--- config.mk ---
export PLATFORM = sky130hd
export DESIGN_NAME = draw_scheduler
export DESIGN_NICKNAME = d
export VERILOG_FILES = /design/src/rtl/draw_scheduler_pkg.sv /design/src/rtl/draw_scheduler_rr_arbiter.sv /design/src/rtl/draw_scheduler.sv
export SDC_FILE = /design/constraint.sdc
export NUM_CORES = 1
export LEC_CHECK = 0
export ABC_AREA = 1
export CAP_MARGIN = 20
export CELL_PAD_IN_SITES_DETAIL_PLACEMENT = 1
export CELL_PAD_IN_SITES_GLOBAL_PLACEMENT = 1
export CORE_MARGIN = 4
export CORE_UTILIZATION = 31
export DETAILED_ROUTE_END_ITERATION = 16
export PLACE_DENSITY = 0.95
export SLEW_MARGIN = 10
export SYNTH_ARGS = -nofsm -noshare
export SYNTH_HDL_FRONTEND = slang
export SYNTH_HIERARCHICAL = 1
export SYNTH_SLANG_ARGS = --single-unit
--- constraint.sdc ---
create_clock -name clock -period 3.15 [get_ports clock]
set_clock_uncertainty 0.05 [all_clocks]
set_input_delay 0.945 -clock clock [delete_from_list [all_inputs] [get_ports clock]]
set_output_delay 0.945 -clock clock [all_outputs]
set_load 0.02 [all_outputs]
--- src/rtl/draw_scheduler_pkg.sv ---
// rtl/draw_scheduler_pkg.sv - shared widths, FSM states and index helper for draw_scheduler
package draw_scheduler_pkg;

  localparam int X_W      = 8;
  localparam int Y_W      = 7;
  localparam int COLOUR_W = 3;

  typedef enum logic [2:0] {
    ST_IDLE,
    ST_ISSUE,
    ST_SETTLE,
    ST_DRAW,
    ST_ACK
  } state_t;

  // Next drawer index after idx, wrapping at n.
  function automatic int wrap_inc(input int idx, input int n);
    return (idx + 1 >= n) ? 0 : idx + 1;
  endfunction

endpackage

--- src/rtl/draw_scheduler_rr_arbiter.sv ---
// rtl/draw_scheduler_rr_arbiter.sv - combinational round-robin pick of the first request at or after ptr
module draw_scheduler_rr_arbiter #(
  parameter int N     = 4,
  parameter int IDX_W = 2
) (
  input  logic [N-1:0]     req,
  input  logic [IDX_W-1:0] ptr,
  output logic [N-1:0]     gnt_onehot,
  output logic [IDX_W-1:0] gnt_idx,
  output logic             gnt_valid
);

  logic [2*N-1:0] dbl;
  logic [N-1:0]   rot;
  int             off;
  int             sum;

  // Rotate requests so ptr sits at bit 0, take the lowest set bit, then rotate the index back.
  always_comb begin
    dbl        = {req, req} >> ptr;
    rot        = dbl[N-1:0];
    off        = 0;
    gnt_valid  = 1'b0;
    for (int i = 0; i < N; i++) begin
      if (!gnt_valid && rot[i]) begin
        gnt_valid = 1'b1;
        off       = i;
      end
    end
    sum = int'(ptr) + off;
    if (sum >= N) sum = sum - N;
    gnt_idx    = IDX_W'(sum);
    gnt_onehot = gnt_valid ? (N'(1) << gnt_idx) : '0;
  end

endmodule

--- src/rtl/draw_scheduler.sv ---
// rtl/draw_scheduler.sv - grants sprite drawers one at a time onto the single VGA write port
module draw_scheduler
  import draw_scheduler_pkg::*;
#(
  parameter int NUM_DRAWERS = 4,
  parameter int TIMEOUT     = 100,
  parameter int IDX_W       = 2
) (
  input  logic                            clock,
  input  logic                            reset_n,
  input  logic                            hold,
  input  logic [NUM_DRAWERS-1:0]          req,
  input  logic [NUM_DRAWERS-1:0]          drw_done,
  input  logic [X_W*NUM_DRAWERS-1:0]      drw_x,
  input  logic [Y_W*NUM_DRAWERS-1:0]      drw_y,
  input  logic [COLOUR_W*NUM_DRAWERS-1:0] drw_colour,
  input  logic [NUM_DRAWERS-1:0]          drw_writeEn,
  output logic [NUM_DRAWERS-1:0]          start,
  output logic [NUM_DRAWERS-1:0]          ack,
  output logic [X_W-1:0]                  vga_x,
  output logic [Y_W-1:0]                  vga_y,
  output logic [COLOUR_W-1:0]             vga_colour,
  output logic                            vga_writeEn,
  output logic                            busy,
  output logic                            timeout_err
);

  localparam int CNT_W = $clog2(TIMEOUT + 1);

  state_t                 state_q, state_d;
  logic [IDX_W-1:0]       gnt_q, gnt_d;
  logic [IDX_W-1:0]       rr_q, rr_d;
  logic [CNT_W-1:0]       cnt_q, cnt_d;
  logic [NUM_DRAWERS-1:0] start_q, start_d;
  logic [NUM_DRAWERS-1:0] ack_q, ack_d;
  logic [X_W-1:0]         vga_x_q, vga_x_d;
  logic [Y_W-1:0]         vga_y_q, vga_y_d;
  logic [COLOUR_W-1:0]    vga_colour_q, vga_colour_d;
  logic                   vga_we_q, vga_we_d;
  logic                   busy_q, busy_d;
  logic                   terr_q, terr_d;

  logic [NUM_DRAWERS-1:0] arb_onehot;
  logic [IDX_W-1:0]       arb_idx;
  logic                   arb_valid;

  draw_scheduler_rr_arbiter #(
    .N     (NUM_DRAWERS),
    .IDX_W (IDX_W)
  ) u_arb (
    .req        (req),
    .ptr        (rr_q),
    .gnt_onehot (arb_onehot),
    .gnt_idx    (arb_idx),
    .gnt_valid  (arb_valid)
  );

  // Next-state and next-output logic; every output is produced one cycle ahead so it can be registered.
  always_comb begin
    state_d      = state_q;
    gnt_d        = gnt_q;
    rr_d         = rr_q;
    cnt_d        = cnt_q;
    start_d      = '0;
    ack_d        = '0;
    vga_x_d      = '0;
    vga_y_d      = '0;
    vga_colour_d = '0;
    vga_we_d     = 1'b0;
    terr_d       = terr_q;
    case (state_q)
      ST_IDLE: begin
        if (!hold && arb_valid) begin
          gnt_d   = arb_idx;
          start_d = arb_onehot;
          state_d = ST_ISSUE;
        end
      end
      ST_ISSUE:  state_d = ST_SETTLE;
      // The drawer's done is still the stale 1 from its previous run here.
      ST_SETTLE: state_d = ST_DRAW;
      ST_DRAW: begin
        cnt_d = cnt_q + CNT_W'(1);
        if (drw_done[gnt_q]) begin
          ack_d   = NUM_DRAWERS'(1) << gnt_q;
          state_d = ST_ACK;
        end else if (cnt_q == CNT_W'(TIMEOUT - 1)) begin
          terr_d  = 1'b1;
          ack_d   = NUM_DRAWERS'(1) << gnt_q;
          state_d = ST_ACK;
        end else begin
          vga_x_d      = drw_x[gnt_q*X_W +: X_W];
          vga_y_d      = drw_y[gnt_q*Y_W +: Y_W];
          vga_colour_d = drw_colour[gnt_q*COLOUR_W +: COLOUR_W];
          vga_we_d     = drw_writeEn[gnt_q];
        end
      end
      ST_ACK: begin
        rr_d    = IDX_W'(wrap_inc(int'(gnt_q), NUM_DRAWERS));
        cnt_d   = '0;
        state_d = ST_IDLE;
      end
      default: state_d = ST_IDLE;
    endcase
    busy_d = (state_d != ST_IDLE);
  end

  // Single state/output register bank; async reset drops everything back to idle zeros.
  always_ff @(posedge clock or negedge reset_n) begin
    if (!reset_n) begin
      state_q      <= ST_IDLE;
      gnt_q        <= '0;
      rr_q         <= '0;
      cnt_q        <= '0;
      start_q      <= '0;
      ack_q        <= '0;
      vga_x_q      <= '0;
      vga_y_q      <= '0;
      vga_colour_q <= '0;
      vga_we_q     <= 1'b0;
      busy_q       <= 1'b0;
      terr_q       <= 1'b0;
    end else begin
      state_q      <= state_d;
      gnt_q        <= gnt_d;
      rr_q         <= rr_d;
      cnt_q        <= cnt_d;
      start_q      <= start_d;
      ack_q        <= ack_d;
      vga_x_q      <= vga_x_d;
      vga_y_q      <= vga_y_d;
      vga_colour_q <= vga_colour_d;
      vga_we_q     <= vga_we_d;
      busy_q       <= busy_d;
      terr_q       <= terr_d;
    end
  end

  assign start       = start_q;
  assign ack         = ack_q;
  assign vga_x       = vga_x_q;
  assign vga_y       = vga_y_q;
  assign vga_colour  = vga_colour_q;
  assign vga_writeEn = vga_we_q;
  assign busy        = busy_q;
  assign timeout_err = terr_q;

endmodule

# [Word level (Yosys, flattened, before mapping)]
# Cells that the tools add are included.
[word_totals] regBits=43 latchBits=0 ramBits=0 rom_bits=0 in_bits=87 mem_count=0
[op_classes] addsub=4 multipliers=2 div_mod_pow=0 order_cmp=3 eq_ne=5 shift=6 n_mux=36 bitwise_logic=1 reduce_logical=13
[ops] op="$shiftx A32 B6 Y8" count=1
[ops] op="$shiftx A28 B6 Y7" count=1
[ops] op="$mux W4" count=6
[ops] op="$mux W8" count=3
[ops] op="$mux W7" count=3
[ops] op="$mux W3" count=6
[ops] op="$pmux W7 S2" count=1
[ops] op="$pmux W3 S4" count=1
[ops] op="$shiftx A12 B5 Y3" count=1
[ops] op="$mux W1" count=10
[ops] op="$mux W2" count=4
[ops] op="$shl A1 B2 Y4 const A" count=2
[ops] op="$shr A8 B2 Y4" count=1
[ops] op="$add A7 B1 Y7 const B" count=1
[ops] op="$eq A7 B7 Y1 const B" count=1
[ops] op="$eq A3 B2 Y1 const B" count=2
[ops] op="$ge A3 B3 Y1 const B" count=2
[ops] op="$mul A2 B3 Y5 const B" count=1
[ops] op="$bmux W1 S2" count=2
[ops] op="$logic_and A1 B1 Y1" count=4
[ops] op="$logic_not A1 Y1" count=4
[ops] op="$mul A2 B2 Y4 const B" count=1
[ops] op="$add A2 B1 Y3 const B" count=1
[ops] op="$add A2 B2 Y3" count=1
[ops] op="other kinds (10)" count=10

# [Longest topological paths before layout]
# Gate-level depths: netlist of the first run.
[logic_depth] word_depth=18 depth_mapped=14

# [Hierarchy]
# The synthesis of the first run kept the hierarchy.
[modules_own_cells] module="draw_scheduler" instances=1 cells_per_inst=308 area_per_inst_um2=2392.3
[modules_own_cells] module="draw_scheduler_rr_arbiter" instances=1 cells_per_inst=43 area_per_inst_um2=212.7

# [Worst setup path after synthesis of the first run]
# Ideal clock, no wire load.
[synth_timing] kind="input-to-reg" start="input req[1]" end="register start_q[0] (netlist: start[0])" setup_time_ps=77 arrival_ps=2104 slack_ps=919 path_stages=13 cell_sequence="nand2_1 -> nand3_1 -> nand2_1 -> nand3_1 -> a21boi_0 -> ha_1 -> xnor2_1 -> inv_1 -> nand2_2 -> nand2_2 -> nor2_1 -> inv_1 -> nor2_1"
[synth_between] elab_chain_len=18
[synth_lines] item="start, declared" line="draw_scheduler.sv:12" source="input logic [NUM_DRAWERS-1:0] req,"
[synth_lines] item="$shr A8 B2 Y4 *" line="draw_scheduler_rr_arbiter.sv:20" source="dbl = {req, req} >> ptr;"
[synth_lines] item="$mux W1" line="draw_scheduler_rr_arbiter.sv:25" source="if (!gnt_valid && rot[i]) begin"
[synth_lines] item="$logic_not A1 Y1" line="draw_scheduler_rr_arbiter.sv:25"
[synth_lines] item="$logic_and A1 B1 Y1" line="draw_scheduler_rr_arbiter.sv:25"
[synth_lines] item="$mux W1" line="draw_scheduler_rr_arbiter.sv:25"
[synth_lines] item="$logic_not A1 Y1" line="draw_scheduler_rr_arbiter.sv:25"
[synth_lines] item="$logic_and A1 B1 Y1" line="draw_scheduler_rr_arbiter.sv:25"
[synth_lines] item="$mux W1" line="draw_scheduler_rr_arbiter.sv:25"
[synth_lines] item="[... 5 more ...]"
[synth_lines] item="$mux W2 *" line="draw_scheduler_rr_arbiter.sv:31" source="if (sum >= N) sum = sum - N;"
[synth_lines] item="net arb_idx[1]" line="draw_scheduler.sv:44" source="logic [IDX_W-1:0] arb_idx;"
[synth_lines] item="$shl A1 B2 Y4 *" line="draw_scheduler_rr_arbiter.sv:33" source="gnt_onehot = gnt_valid ? (N'(1) << gnt_idx) : '0;"
[synth_lines] item="$mux W4 *" line="draw_scheduler_rr_arbiter.sv:33"
[synth_lines] item="net arb_onehot[0]" line="draw_scheduler.sv:43" source="logic [NUM_DRAWERS-1:0] arb_onehot;"
[synth_lines] item="$mux W4 *" line="draw_scheduler.sv:73" source="if (!hold && arb_valid) begin"
[synth_lines] item="$mux W4 *" line="draw_scheduler.sv:71" source="case (state_q)"
[synth_lines] item="net start_d[0]" line="draw_scheduler.sv:34" source="logic [NUM_DRAWERS-1:0] start_q, start_d;"
[synth_lines] item="end signal, assigned" line="draw_scheduler.sv:128" source="start_q <= start_d;"
[synth_lines] item="end, declared" line="draw_scheduler.sv:34"
# Mark *: on every way through the listed nets, which the timed path passes. The rest lies on a longest branch.
# A chain may end at the register's enable or synchronous reset.

# [Worst setup path in the final report of the first run]
# Same ends and word-level chain as after synthesis.

==> summary.md, run 1 <==
| Metric | Value |
|---|---|
| Num ports | 116 |
| Worst min-delay path category | flip-flop to flip-flop |
| Fin crit period | between 2000 and 3000 ps |
| Crit path DAT | 2800 ps |
| Initial antenna violation count | 0 |
| Drc violations | 0 |
| Post-detail-place hpwl | 6400 um |
| Average wire per standard cell | 14.6 um |
| Worst Tran Pin Value | 535 ps |
| Setup TNS Final | 0 ps |
| Final Hold Vio Count | 0 |
| DRT Pass-1 Iters | 4 |
| Max-slew violations | 0 |
| Post-route ant nets | 0 |
| Antenna fix cells | 0 |
| FMAX | 379 MHz |
| Clock power frac | 14.0% |
| Worst setup SP type | input port |
| Leakage | 1.81 nW |
| CTS clk-pin slew, worst paths | 100 ps |
| Initial Util | roughly a third |
| Xor-xnor portion of the synthesized cell area | 0.336% |
| Switching pwr | roughly 0.0015 W |
| Final Util | 48.4% |
| Die width | 99.7 um |
| Max IR drop VDD | 0.284 mV |
| Internal power component | around 0.0017 W |
| Post-Synth Adder-Cell Area | 2.88% |
| Status | finished, final reports clean |
| WP data required | 3310 ps |
| Routed vias | ~2.7k |
| DP Worst Slack | 224 ps |
| Main combinational cell family by area after synthesis | simple AND/OR/NAND/NOR gates |
| Seq/Total Area, Yosys | 41.3% |
| First-pass GRT wire length | 13700 um |
| Mapped Area | 2600 sq um |
| Initial DRC count | 48 |
| Largest net degree at the start of global routing | 45 |
| Post-CTS setup buffers | 0 |
| Die height | about 100 um |
| Cts repair resizes | 0 |
| CTS hold repair buffers | 0 |
| Nets | 555 |
| Final Cycle Share | between 80% and 90% |
| Worst reg2reg path startpoint | rr_q[0] |
| Synthesized instance count | 351 |
| Unrepaired setup endpoints after global routing | false |
| CP Class | input port to flip-flop |
| Area growth, synth to finish | 51.8% |
| Root Driver | clkbuf_8 |
| Worst setup path startpoint | req[1] |
| Final setup viols | 0 |
| Layout cells sized above 1 | 11.2% |
| Post-Synth Simple-Gate Area | 30.7% |
| Mean Syn Cell Area | 7.42 sq um |
| Comb power frac | 59.1% |
| Vias per cell | around 4.8 |
| Most crowded layer after global routing | met2 |
| Net Sw Frac | 47.1% |
| CP Capture Type | flip-flop |
| #FFs+latches synth | 43 |
| Row count | 33 |
| Die area | 9930 sq um |
| Routed wire length | about 8300 um |
| Hold_sp | timeout_err |
| Gr usage total | ~17% |
| CTS H-tree depth | 2 |
| Grt met1 use | 18.0% |
| Core area | 8180 sq um |
| PortBufs | 115 |
| Mapped Nets | 444 |
| Met3 Use GR | 3.65% |
| CTS tree | built |
| GR Overflow Total | 0 |
| Number of global-route vias before repair | 2964 |
| Total CTS buffers | 5 |
| Crit-path max FO | 3 |
| Relative slew slack | 64.3% |
| Synth Area in Compound Gates | 13.8% |
| Commonest non-fill, non-tap cell in the layout | clkdlybuf4s50_1 |
| Pwr per Cell Area | just under 800 nW/um^2 |
| Worst skew pair latency | 300 ps |
| Worst setup margin | 511 ps |
| Most frequent cells in the layout | clkdlybuf4s50_1, nand2_1, nor2_1, dfrtp_1, inv_1 |
| Routability Congestion | about 0.9 |
| Max Cap Viol | 0 |
| # fillers | approximately 1.0k |
| Sequential share of power | 26.9% |
| GRT met2 Usage | about a third |
| Num Clock Sinks | between 40 and 50 |
| Max Root-Sink Buffers | 2 |
| Mux contribution to synthesized area | 0.432% |
| Yosys warns | 6 |
| Yosys cell types | 28 |
| Hold Worst Slack | 441 ps |
## through the flow
stage	instance area, sq um	total power, W	std cells
final	3950	0.00313	568
after global routing	3950	0.00342	568
after CTS	3930	0.00318	567
after detailed placement	3810	0.00272	559
after global placement	3810	0.00261	559
after floorplan	2610	0.00212	351
## registers in the layout, summed over array words and instances, names as in the netlist, 2 cells and up
name        cells
rr_q            2
vga_x           8
vga_colour      3
gnt_q           2
vga_y           7
state_q         3
ack             4
cnt_q           7
start           4
## per-layer routing
layer | wire (um) | up-vias
li1 | - | 1341
met5 | 0 | -
met4 | 112 | 0
met1 | 3220 | 1297
met2 | 4480 | 75
met3 | 477 | 8
## critical path, cell delays in order
cell and delay, ps:
clkdlybuf4s50_1 490, nand2_1 80, nand3_1 110, nand2_1 90
nand3_1 80, a21boi_0 80, ha_1 200, xnor2_1 220
inv_1 100, nand2_2 100, nand2_2 70, nor2_1 80
inv_1 40, nor2_1 110
## power by group through the flow
stage / clock, W / combinational (W) / sequential [W]
after detailed placement: 0 / 0.00187 / 0.000855
after global placement: 0 / 0.00177 / 0.000843
after floorplan: 0 / 0.00119 / 0.000933
after CTS: 0.000459 / 0.00188 / 0.000843
after global routing: 0.000478 / 0.00208 / 0.000864
final: 0.000438 / 0.00185 / 0.000842
## cells in the mapped netlist, drive strengths merged
cell type,n,area share (%)
a21boi,1,0.29
a21oi,6,1.2
a31oi,1,0.24
buf,15,3.7
clkbuf,1,0.14
clkinv,1,0.19
dfrtp,43,41
ha,6,2.9
inv,45,6.6
mux2,1,0.43
nand2,70,11
nand3,32,6.9
nand4,3,0.96
nor2,69,12
o21ai,34,6.5
o21bai,5,1.4
o22ai,16,3.8
o31ai,1,0.29
xnor2,1,0.34
## path summary, 6_finish.rpt
check                              end  cells past startpoint  slack (ps)
setup / recovery              start[0]                     14         510
hold / removal             timeout_err                      1         440
setup reg to reg              start[0]                     14        1020
hold reg to reg            timeout_err                      1         440
max in group asynchronous     vga_y[0]                      2        1980
min in group asynchronous   state_q[2]                      1         570
## cell families (layout without fill, tap and decap cells)
family	Yosys count	after routing
AO/OA/AOI/OAI	64	64
XOR/XNOR	1	1
adder cells (fa/ha/maj)	6	6
buffers and inverters	62	174
flip-flops	43	43
multiplexers	1	1
AND/OR/NAND/NOR	174	174
## layout make-up
class / instances / area [sq um] / share of cell area, %
Clock buffer: 5 / 68.8 / 1.74
Sequential cell: 43 / 1080 / 27.2
Inverter: 46 / 176 / 4.46
Timing Repair Buffer: 120 / 1200 / 30.4
Multi-Input combinational cell: 246 / 1250 / 31.7
Clock inverter: 3 / 43.8 / 1.11
Tap cell: 105 / 131 / 3.32
Note: power is estimated with default switching activity, not from simulation.
==> run 2: changes to the inputs <==
Settings changed: CORE_UTILIZATION 31 to 26, PLACE_DENSITY 0.95 to 0.86.
Clock period 3.15 ns to 2.38 ns, I/O delays scaled along.
==> summary.md, run 2 (same netlist as run 1, synthesis figures left out) <==
| Metric | Value |
|---|---|
| Gr usage total | 15.2% (-1.6 points) |
| CTS hold repair buffers | 0 (unchanged) |
| CTS clk-pin slew, worst paths | 90 ps (about the same) |
| Max Root-Sink Buffers | 2 (unchanged) |
| R2R setup slack | 290 ps (-730 ps) |
| Most crowded layer after global routing | met2 |
| Worst setup margin | 289 ps (-222 ps) |
| Antenna fix cells | 0 (unchanged) |
| FMAX | 478 MHz |
| Die height | 108 um (+8.5%) |
| Number of global-route vias before repair | 2988 (+0.81%) |
| CP Capture Type | flip-flop |
| Worst Tran Pin Value | 503 ps (-32.0 ps) |
| Routability Congestion | 0.771 (-12%) |
| Post-detail-place hpwl | 6700 um (+4.6%) |
| Largest net degree at the start of global routing | 45 (unchanged) |
| Die width | 108 um (+8.5%) |
| Average wire per standard cell | 14.0 um (-4.2%) |
| Worst min-delay path category | input port to asynchronous set/reset pin |
| Routed vias | 2754 (+1.2%) |
| Row count | 36 (+9.1%) |
| Max IR drop VDD | 0.506 mV (+78%) |
| First-pass GRT wire length | 14200 um (+4.0%) |
| WP data required | 2560 ps (-750 ps) |
| Routed wire length | 8430 um (+1.7%) |
| Fin cells | 603 (+6.2%) |
| GRT met2 Usage | 28.2% (-4.5 points) |
| Unrepaired setup endpoints after global routing | false |
| Grt met1 use | 17.3% (-0.68 points) |
| Nets | 562 (+1.3%) |
| Placed instance count | 594 (+6.3%) |
| Num ports | 116 (unchanged) |
| Area growth, synth to finish | 57.6% |
| Fin crit period | between 2000 and 2500 ps |
| Core area | 9770 sq um (+20%) |
| Status | finished, final reports clean |
| Initial antenna violation count | 0 (unchanged) |
| GR Overflow Total | 0 (unchanged) |
| # fillers | 1221 (+21%) |
| Worst R2R Path Depth | 12 (-2) |
| Final setup viols | 0 (unchanged) |
| Layout cells sized above 1 | 14.9% (+3.7 points) |
| Leakage | 1.89 nW (+4.1%) |
| Initial Util | 26.7% (-5.2 points) |
| Drc violations | 0 (unchanged) |
| Crit path DAT | 2270 ps (-530 ps) |
| Final Cycle Share | about 88% |
| Vias per cell | 4.57 (-4.7%) |
| Most frequent cells in the layout | clkdlybuf4s50_1, nand2_1, nor2_1, dfrtp_1, inv_1 |
| Commonest non-fill, non-tap cell in the layout | clkdlybuf4s50_1 |
| Met3 Use GR | 3.88% (+0.23 points) |
| Max Cap Viol | 0 (unchanged) |
| Post-route ant nets | 0 (unchanged) |
| CTS H-tree depth | 2 (unchanged) |
| Worst setup SP type | flip-flop |
| Initial DRC count | 52 (+8.3%) |
| DP Worst Slack | -382 ps (-606 ps) |
| Relative slew slack | 66.4% (+2.1 points) |
| Setup TNS Final | 0 ps (unchanged) |
| Flip-flop count of the largest register after layout | 8 (unchanged) |
| Total CTS buffers | 5 (unchanged) |
| Root Driver | clkbuf_8 |
| Crit-path max FO | 7 (+4) |
| Pwr per Cell Area | 1070 nW/um^2 (+35%) |
| PortBufs | 115 (unchanged) |
| Hold Worst Slack | 227 ps (-213 ps) |
| Die area | 11700 sq um (+18%) |
| CTS tree | built |
| DRT Pass-1 Iters | 4 (unchanged) |
| Max-slew violations | 0 (unchanged) |
| Num Clock Sinks | 43 (unchanged) |
| CP Class | flip-flop to flip-flop |
| Final Hold Vio Count | 0 (unchanged) |
| Worst skew pair latency | 290 ps (about the same) |
run 2: cell types whose count changed in the layout (fill, tap and decap cells not counted), sizes merged:
| cell | delta |
|---|---|
| bufinv | +1 |
| dlymetal6s2s | +4 |
| clkbuf | +1 |
| clkdlybuf4s50 | -4 |
| buf | +7 |
| clkinv | -2 |
run 2: routing by layer:
layer / vias up / wire length (um)
met5: - / 0
met4: 0 / 104
met3: 8 / 592
met2: 83 / 4370
met1: 1307 / 3360
li1: 1356 / -
run 2: layout make-up:
class,count,area [sq um],share of cell area [%]
Inverter,46,176,4.30
Clock inverter,2,60.1,1.46
Sequential cell,43,1080,26.2
Timing Repair Buffer,127,1250,30.4
Tap cell,133,166,4.05
Multi-Input combinational cell,246,1310,31.8
Clock buffer,6,72.6,1.77
run 2: critical path, stage by stage, from the launching register on:
cell,delay [ps]
dfrtp_1,530
inv_2,120
nand2_2,80
nand3_1,90
nand2_2,100
nand3_1,60
a21boi_1,160
ha_2,240
xnor2_4,140
nand3_2,140
a21oi_2,160
inv_1,60
nor2_1,100
run 2: what timing repair did:
item	in CTS	in global routing
endpoints found under the setup margin	5	5
resized for setup	4	15
pin swaps	0	3
buffers inserted	0	1
run 2: where the power goes:
group / total [W] / internal (W) / switching (W)
registers: 0.00110 / 0.000943 / 0.000161
clock network: 0.000675 / 0.000420 / 0.000256
logic: 0.00262 / 0.00103 / 0.00158
run 2: path summary, 6_finish.rpt:
check,from,to
setup / recovery,rr_q[0],start[2]
hold / removal,reset_n,start[1]
setup reg to reg,rr_q[0],start[2]
hold reg to reg,timeout_err,timeout_err
max in group asynchronous,reset_n,vga_y[5]
min in group clock,timeout_err,timeout_err
run 2: metrics by stage:
step                      total power (W)  util, %  instance area [sq um]
after global placement            0.00354     39.9                   3900
after CTS                         0.00440     41.4                   4050
final                             0.00439     42.0                   4110
after detailed placement          0.00368     39.9                   3900
after floorplan                   0.00281        -                   2610
after global routing              0.00483     42.0                   4110
